--- src/rtl/button_conditioner.sv ---
// button_conditioner: synchronise, debounce and optionally auto-repeat push buttons
module button_conditioner #(
    parameter int               N_BTN         = 3,
    parameter int               DB_CYCLES     = 1_000_000,
    parameter logic [N_BTN-1:0] REPEAT_MASK   = 3'b100,
    parameter int               REPEAT_DELAY  = 25_000_000,
    parameter int               REPEAT_PERIOD = 10_000_000
) (
    input  logic             clk,
    input  logic             rst,
    input  logic [N_BTN-1:0] btn_raw,
    output logic [N_BTN-1:0] push_out,
    output logic [N_BTN-1:0] push_pulse
);
    localparam int HMAX = REPEAT_DELAY > REPEAT_PERIOD ? REPEAT_DELAY : REPEAT_PERIOD;
    localparam int HW   = HMAX > 2 ? $clog2(HMAX) : 1;
    localparam int DW   = $clog2(DB_CYCLES);

    typedef enum logic [1:0] {LOW, HIGH, GAP} state_t;

    logic [N_BTN-1:0] s1, s, prev;

    // two-flop synchroniser; only s reaches the debouncers
    always_ff @(posedge clk) begin
        if (rst) begin
            s1 <= '0;
            s  <= '0;
        end else begin
            s1 <= btn_raw;
            s  <= s1;
        end
    end

    // strobe one cycle after each rising edge of push_out
    always_ff @(posedge clk) begin
        if (rst) begin
            prev       <= '0;
            push_pulse <= '0;
        end else begin
            prev       <= push_out;
            push_pulse <= push_out & ~prev;
        end
    end

    for (genvar g = 0; g < N_BTN; g++) begin : g_ch
        state_t        state, state_n;
        logic [DW-1:0] dcnt, dcnt_n;
        logic [HW-1:0] hcnt, hcnt_n;
        logic          first, first_n;
        logic          rel, hit;

        // channel state and counters
        always_ff @(posedge clk) begin
            if (rst) begin
                state <= LOW;
                dcnt  <= '0;
                hcnt  <= '0;
                first <= 1'b0;
            end else begin
                state <= state_n;
                dcnt  <= dcnt_n;
                hcnt  <= hcnt_n;
                first <= first_n;
            end
        end

        // next state: debounce press/release, schedule repeat gaps; release beats a gap
        always_comb begin
            state_n = state;
            dcnt_n  = dcnt;
            hcnt_n  = hcnt;
            first_n = first;
            rel     = !s[g] && dcnt == DW'(DB_CYCLES - 1);
            hit     = REPEAT_MASK[g] &&
                      hcnt == (first ? HW'(REPEAT_DELAY - 1) : HW'(REPEAT_PERIOD - 1));
            case (state)
                LOW: begin
                    dcnt_n = s[g] ? dcnt + 1'b1 : '0;
                    if (s[g] && dcnt == DW'(DB_CYCLES - 1)) begin
                        state_n = HIGH;
                        dcnt_n  = '0;
                        hcnt_n  = '0;
                        first_n = 1'b1;
                    end
                end
                HIGH: begin
                    dcnt_n = s[g] ? '0 : dcnt + 1'b1;
                    if (REPEAT_MASK[g]) hcnt_n = hcnt + 1'b1;
                    if (rel) begin
                        state_n = LOW;
                        dcnt_n  = '0;
                        hcnt_n  = '0;
                    end else if (hit) begin
                        state_n = GAP;
                        hcnt_n  = '0;
                    end
                end
                GAP: begin
                    dcnt_n  = rel ? '0 : (s[g] ? '0 : dcnt + 1'b1);
                    first_n = 1'b0;
                    state_n = rel ? LOW : HIGH;
                end
                default: state_n = LOW;
            endcase
        end

        assign push_out[g] = state == HIGH;
    end
endmodule

--- config.mk ---
export PLATFORM = sky130hd
export DESIGN_NAME = button_conditioner
export DESIGN_NICKNAME = d
export VERILOG_FILES = /design/src/rtl/button_conditioner.sv
export SDC_FILE = /design/constraint.sdc
export NUM_CORES = 1
export LEC_CHECK = 0
export ABC_AREA = 1
export BUFFER_PORTS_ARGS = -buffer_cell sky130_fd_sc_hd__buf_2
export CAP_MARGIN = 20
export CELL_PAD_IN_SITES_DETAIL_PLACEMENT = 1
export CELL_PAD_IN_SITES_GLOBAL_PLACEMENT = 1
export CORE_ASPECT_RATIO = 1.2
export CORE_MARGIN = 5
export CORE_UTILIZATION = 49
export DETAILED_ROUTE_END_ITERATION = 10
export PLACE_DENSITY = 0.91
export SLEW_MARGIN = 20
export SYNTH_ARGS = -nofsm -noshare
export SYNTH_HDL_FRONTEND = slang
export SYNTH_SLANG_ARGS = --single-unit
--- constraint.sdc ---
create_clock -name clk -period 2.55 [get_ports clk]
set_clock_uncertainty 0.15 [all_clocks]
set_input_delay 0.51 -clock clk [delete_from_list [all_inputs] [get_ports clk]]
set_output_delay 0.51 -clock clk [all_outputs]
set_load 0.05 [all_outputs]
; ---- Word level (Yosys, flattened, before mapping)
; Index checks and enable logic that the tools add are counted.
[classes]
add_sub_neg = 4
eq_ne = 16
mux = 35
bitwise = 2
reduce_logical = 25
[op_table]
columns = op, count
row1 = 20-bit two-way mux, 12
row2 = 20-bit case mux with 2 select lines, 3
row3 = 25-bit two-way mux, 4
row4 = 20-bit by 1-bit adder with 20-bit output (second input constant), 3
row5 = 20-bit equality test (second input constant), 3
row6 = 25-bit case mux with 2 select lines, 1
row7 = 25-bit by 1-bit adder with 25-bit output (second input constant), 1
row8 = 25-bit equality test, 1
row9 = 2-bit case mux with 3 select lines, 3
row10 = 2-bit two-way mux, 7
row11 = 2-bit AND reduction, 5
row12 = 2-bit nonzero test, 5
row13 = 2-bit by 1-bit equality test with 1-bit output (second input constant), 3
row14 = 2-bit equality test (second input constant), 3
row15 = 1-bit logical AND, 6
row16 = 2-bit logical NOT, 3
row17 = 2-bit inequality test (second input constant), 3
row18 = 2-bit OR reduction, 3
row19 = 1-bit two-way mux, 4
row20 = 2-bit by 1-bit inequality test with 1-bit output (second input constant), 2
row21 = 3-bit AND, 1
row22 = 1-bit logical NOT, 3
row23 = 3-bit by 1-bit inequality test with 1-bit output (second input constant), 1
row24 = 3-bit NOT, 1
row25 = 1-bit case mux with 2 select lines, 1
[totals]
ff_bits = 104
input_bits = 5
output_inout_bits = 6
elab_cells = 94

; ---- Depth between registers and ports, before layout
[logic_depth]
ltp_word = 5
ltp_mapped = 12
mapped_depth_nobuf = 12

; ---- Least setup slack after synthesis
; OpenSTA, ideal clock, no wires.
[synth_path]
path_type = register -> register
from = register g_ch[2].state[1]
to = register g_ch[2].hcnt[19]
setup_ps = 112
t_arrival_ps = 1777
required_ps = 2288
slack_ps = 511
stages_incl_launch_ff = 9
path_buffers = 1
period_less_slack_ps = 2039
path_cell_list = dfxtp_1 inv_1 ha_1 inv_1 nand2_1 buf_2 nand3_1 nand3_1 nor2_1
[synth_between]
elab_chain_cells = 3
word_cells_on_any_way = 6
classes_between = eq/ne: 2 / mux: 1 / reduce/logical: 3
[synth_rtl]
columns = item, line
row1 = from (decl), 46  ; state_t state, state_n;
row2 = from (signal assigned), 60  ; state <= state_n;
row3 = 2-bit by 1-bit equality test with 1-bit output (*), n/a
row4 = net push_out[2], 12  ; output logic [N_BTN-1:0] push_out,
row5 = 2-bit nonzero test (no source line), n/a
row6 = 2-bit AND reduction (no source line), n/a
row7 = to (signal assigned), 62  ; hcnt <= hcnt_n;
row8 = to (decl), 48  ; logic [HW-1:0] hcnt, hcnt_n;
; Mark *: on every way through the listed nets, which the timed path passes. The rest lies on a longest branch.
; A chain may end at the register's enable or synchronous reset.

; ---- Final worst setup path
[layout_path]
from = register g_ch[2].dcnt[0]
to = register g_ch[2].hcnt[0]
[layout_between]
elab_chain_cells = 4
word_cells_on_any_way = 7
classes_between = eq/ne: 2 / mux: 2 / reduce/logical: 3
[layout_rtl]
columns = item, line
row1 = from (decl), 47  ; logic [DW-1:0] dcnt, dcnt_n;
row2 = from (signal assigned), 61  ; dcnt <= dcnt_n;
row3 = 20-bit equality test (*), "73, 79"
row4 = 1-bit logical AND (on tied branches), "73, 79"
row5 = 25-bit two-way mux / 2-bit inequality test (equally long branches), n/a
row6 = 25-bit case mux with 2 select lines / 2-bit AND reduction (equally long branches), n/a
; Mark *: on every way between the ends. The rest lies on a longest branch, timed or not.

==> results.toml <==
[placed_design]
place_congestion = 0.882
io_buffers = 10
dp_hpwl_um = 11200
dp_cells = 965
dp_slack_ns = 0.409

[timing]
rsz0062_at_grt = "no"
drv_slew = 0
finalSetupViolations = 0
relSlewSlack_pct = 69.6
setup_slack_ns = 0.381
tns_ns = 0
worstMarginPinSlew_ns = 0.453
fin_crit_sh_pct = 85.1
layout_min_cycle_time_ns = 2.17
finalHoldViolations = 0
fmax_mhz = 461

[floorplanning]
fp-row-count = 42
die_y_um = 126
core_um2 = 11000
die-area_um2 = 13400
io_pins = 11
fp.dieW_um = 107
initial_core_util_pct = 49.9

[synthesis]
synthFlopType = "dfxtp_1"
ys_seq_area_share_pct = 37.3
synth_mux_area_share_pct = 0
syn_area_per_cell_um2 = 6.58
synth_top_area_cell = "dfxtp_1"
synth_compound_area_share_pct = 5.67
synth_xor_area_share_pct = 3.04
syn_inst = 832
synthDominantCellAreaShare_pct = 37.3
synthMostInstantiatedCell = "nand2_1"
synthAdderAreaFrac_pct = 1.83
synth_area_leaders = "dfxtp_1 (37%), nand2_1 (14%), nor2_1 (9.5%)"
ys_warn_count = 0
synth_top_family_by_area = "simple AND/OR/NAND/NOR gates"
async_reset_ff_share_pct = 0
synth_edf_count = 0
synthTopCellsByCount = "nand2_1 (197), nor2_1 (138), inv_1 (116), dfxtp_1 (102), nand3_1 (66)"
yosysUniqueCellTypes = 38
ys_ff_latch = 102
synth_fp_nets = 845
synth-simple-area-share_pct = 41.8
netlist_area_um2 = 5480

[cells_and_area]
nets = 857
fin_util_pct = 54.4
area_growth_pct = 9.00
diodes = 0
fin_cells = 981
drive_gt1_share_pct = 8.13

[pwr]
powerDensity_nw_per_um2 = 537
power_uw = 3210
max-vdd-ir-drop_v = 0.000348
p_leak_uw = 0.00230

[cts]
post_cts_buffers = 0
cts.path.max_buffers = 2
cts.sinks = 102
clk_pin_slew_ns = 0.07
h-tree-depth = 3
clockRootBuffer = "clkbuf_16"
postCtsHoldBufs = 0
clk_latency_ns = 0.36
numCtsBuffers = 9
cts_tree = "built"
cts_resized = 0

[setup_path]
worstPathMaxFanout = 11
worstSetupPathType = "flop to flop"
worst_ep_arrival_time_ns = 2.24
crit_required_ns = 2.63
startpoint_type = "flop"
cp-end-kind = "flop"

[global_routing]
grt-ovfl-total = 0
antenna_found_initial = 0
grt.total_usage_pct = 23.8
grt_pass1_vias = 5773
grt_max_degree = 25
grt_pass1_wl_um = 26400

[detailed_routing]
wl_um = 15200
ant_nets = 0
viasPerCell = 5.56
first_pass_iters = 4
vias = 5457
drtIter0Drc = 294
wire_per_inst_um = 15.5
drcViolationCount = 0

[run_status]
status = "finished clean"

[flow_run]
cap_violations = 0

[min_path]
hold_class = "primary input to flop"
-- placed cells by master (no fill, tap or decap), types with 3 or more instances in the layout --
| cell | Yosys | routed |
|---|---|---|
| a211oi_1 | 4 | 4 |
| buf_2 | 5 | 10 |
| ha_1 | 8 | 8 |
| nor2_1 | 138 | 138 |
| nor3b_1 | 5 | 5 |
| nand4_1 | 31 | 31 |
| buf_4 | 2 | 8 |
| dfxtp_1 | 102 | 102 |
| nand2_1 | 197 | 197 |
| a21oi_1 | 36 | 36 |
| nand3_1 | 66 | 66 |
| inv_1 | 116 | 116 |
| o21ai_0 | 12 | 12 |
| inv_2 | 4 | 4 |
| nor2_2 | 11 | 11 |
| xnor2_1 | 6 | 6 |
| nor2_4 | 3 | 3 |
| nor4_1 | 4 | 4 |
| nand2_2 | 6 | 6 |
| nor3_1 | 34 | 34 |
| nand3_2 | 5 | 5 |
| xor2_1 | 13 | 13 |
| clkbuf_16 | 0 | 9 |
-- logic make-up (layout without fill, tap and decap cells) --
logic type,Yosys count,count (layout)
flops,102,102
simple gates,508,508
buf+inv,138,155
compound gates,57,57
fa+ha+maj,8,8
xor+xnor,19,19
-- path summary, 6_finish.rpt --
path                                     start                            to  slack [ns]  cells after the start
hold / removal                      btn_raw[0]              s1[0]$_SDFF_PP0_        0.21                      3
setup reg to reg  g_ch[2].dcnt[0]$_SDFFE_PP0P_  g_ch[2].hcnt[0]$_SDFFE_PP0P_        0.38                     10
setup / recovery  g_ch[2].dcnt[0]$_SDFFE_PP0P_  g_ch[2].hcnt[0]$_SDFFE_PP0P_        0.38                     10
hold reg to reg             prev[2]$_SDFF_PP0_      push_pulse[2]$_SDFF_PP0_        0.25                      1
-- per-stage QoR --
step	instance area, um2	hold WS, ns
5_1_grt	5970	0.213
4_1_cts	5970	0.206
6_report	5970	0.208
2_1_floorplan	5480	0.226
3_5_place_dp	5640	0.245
3_3_place_gp	5640	0.235
-- where the power goes --
part           total (uW)  switching [uW]  internal [uW]
clock                1560             637            919
combinational        48.1            33.4           14.7
sequential           1600            4.19           1600
total                3210             675           2530
-- layer usage --
layer	global-route usage, %	vias to the layer above	wire length, um	part of all wire (%)
met3	3.68	35	528	3.5
li1	-	2663	-	-
met5	0	-	0	0
met4	10.1	0	420	2.8
met1	26.8	2667	6300	41
met2	44.2	92	7980	52
-- cell type report --
type | instances | area [um2]
clock buffer | 12 | 256
clock inverter | 4 | 76.3
fill | 1499 | 5010
inverter | 121 | 454
multi-input combinational | 592 | 2870
sequential | 102 | 2040
tap | 132 | 165
timing repair buffer | 18 | 110
-- flip-flops by register name, indices dropped and copies added, names as in the netlist --
| signal | count |
|---|---|
| g_ch.dcnt | 60 |
| g_ch.hcnt | 25 |
| g_ch.state | 4 |
| prev | 3 |
| push_pulse | 3 |
| s1 | 3 |
| s | 3 |
| g_ch.first | 1 |
-- worst max-delay path, cell delays in order, from the launching register on --
cell and delay (ns):
dfxtp_1 0.37, ha_1 0.23, nand3_2 0.13, clkinv_1 0.12, nand2_1 0.08, nor2_2 0.14, nand4_2 0.11, nand2_4 0.15
nand2_1 0.16, nand2_1 0.30, a21oi_1 0.09
Note: power is estimated with default switching activity, not from simulation.
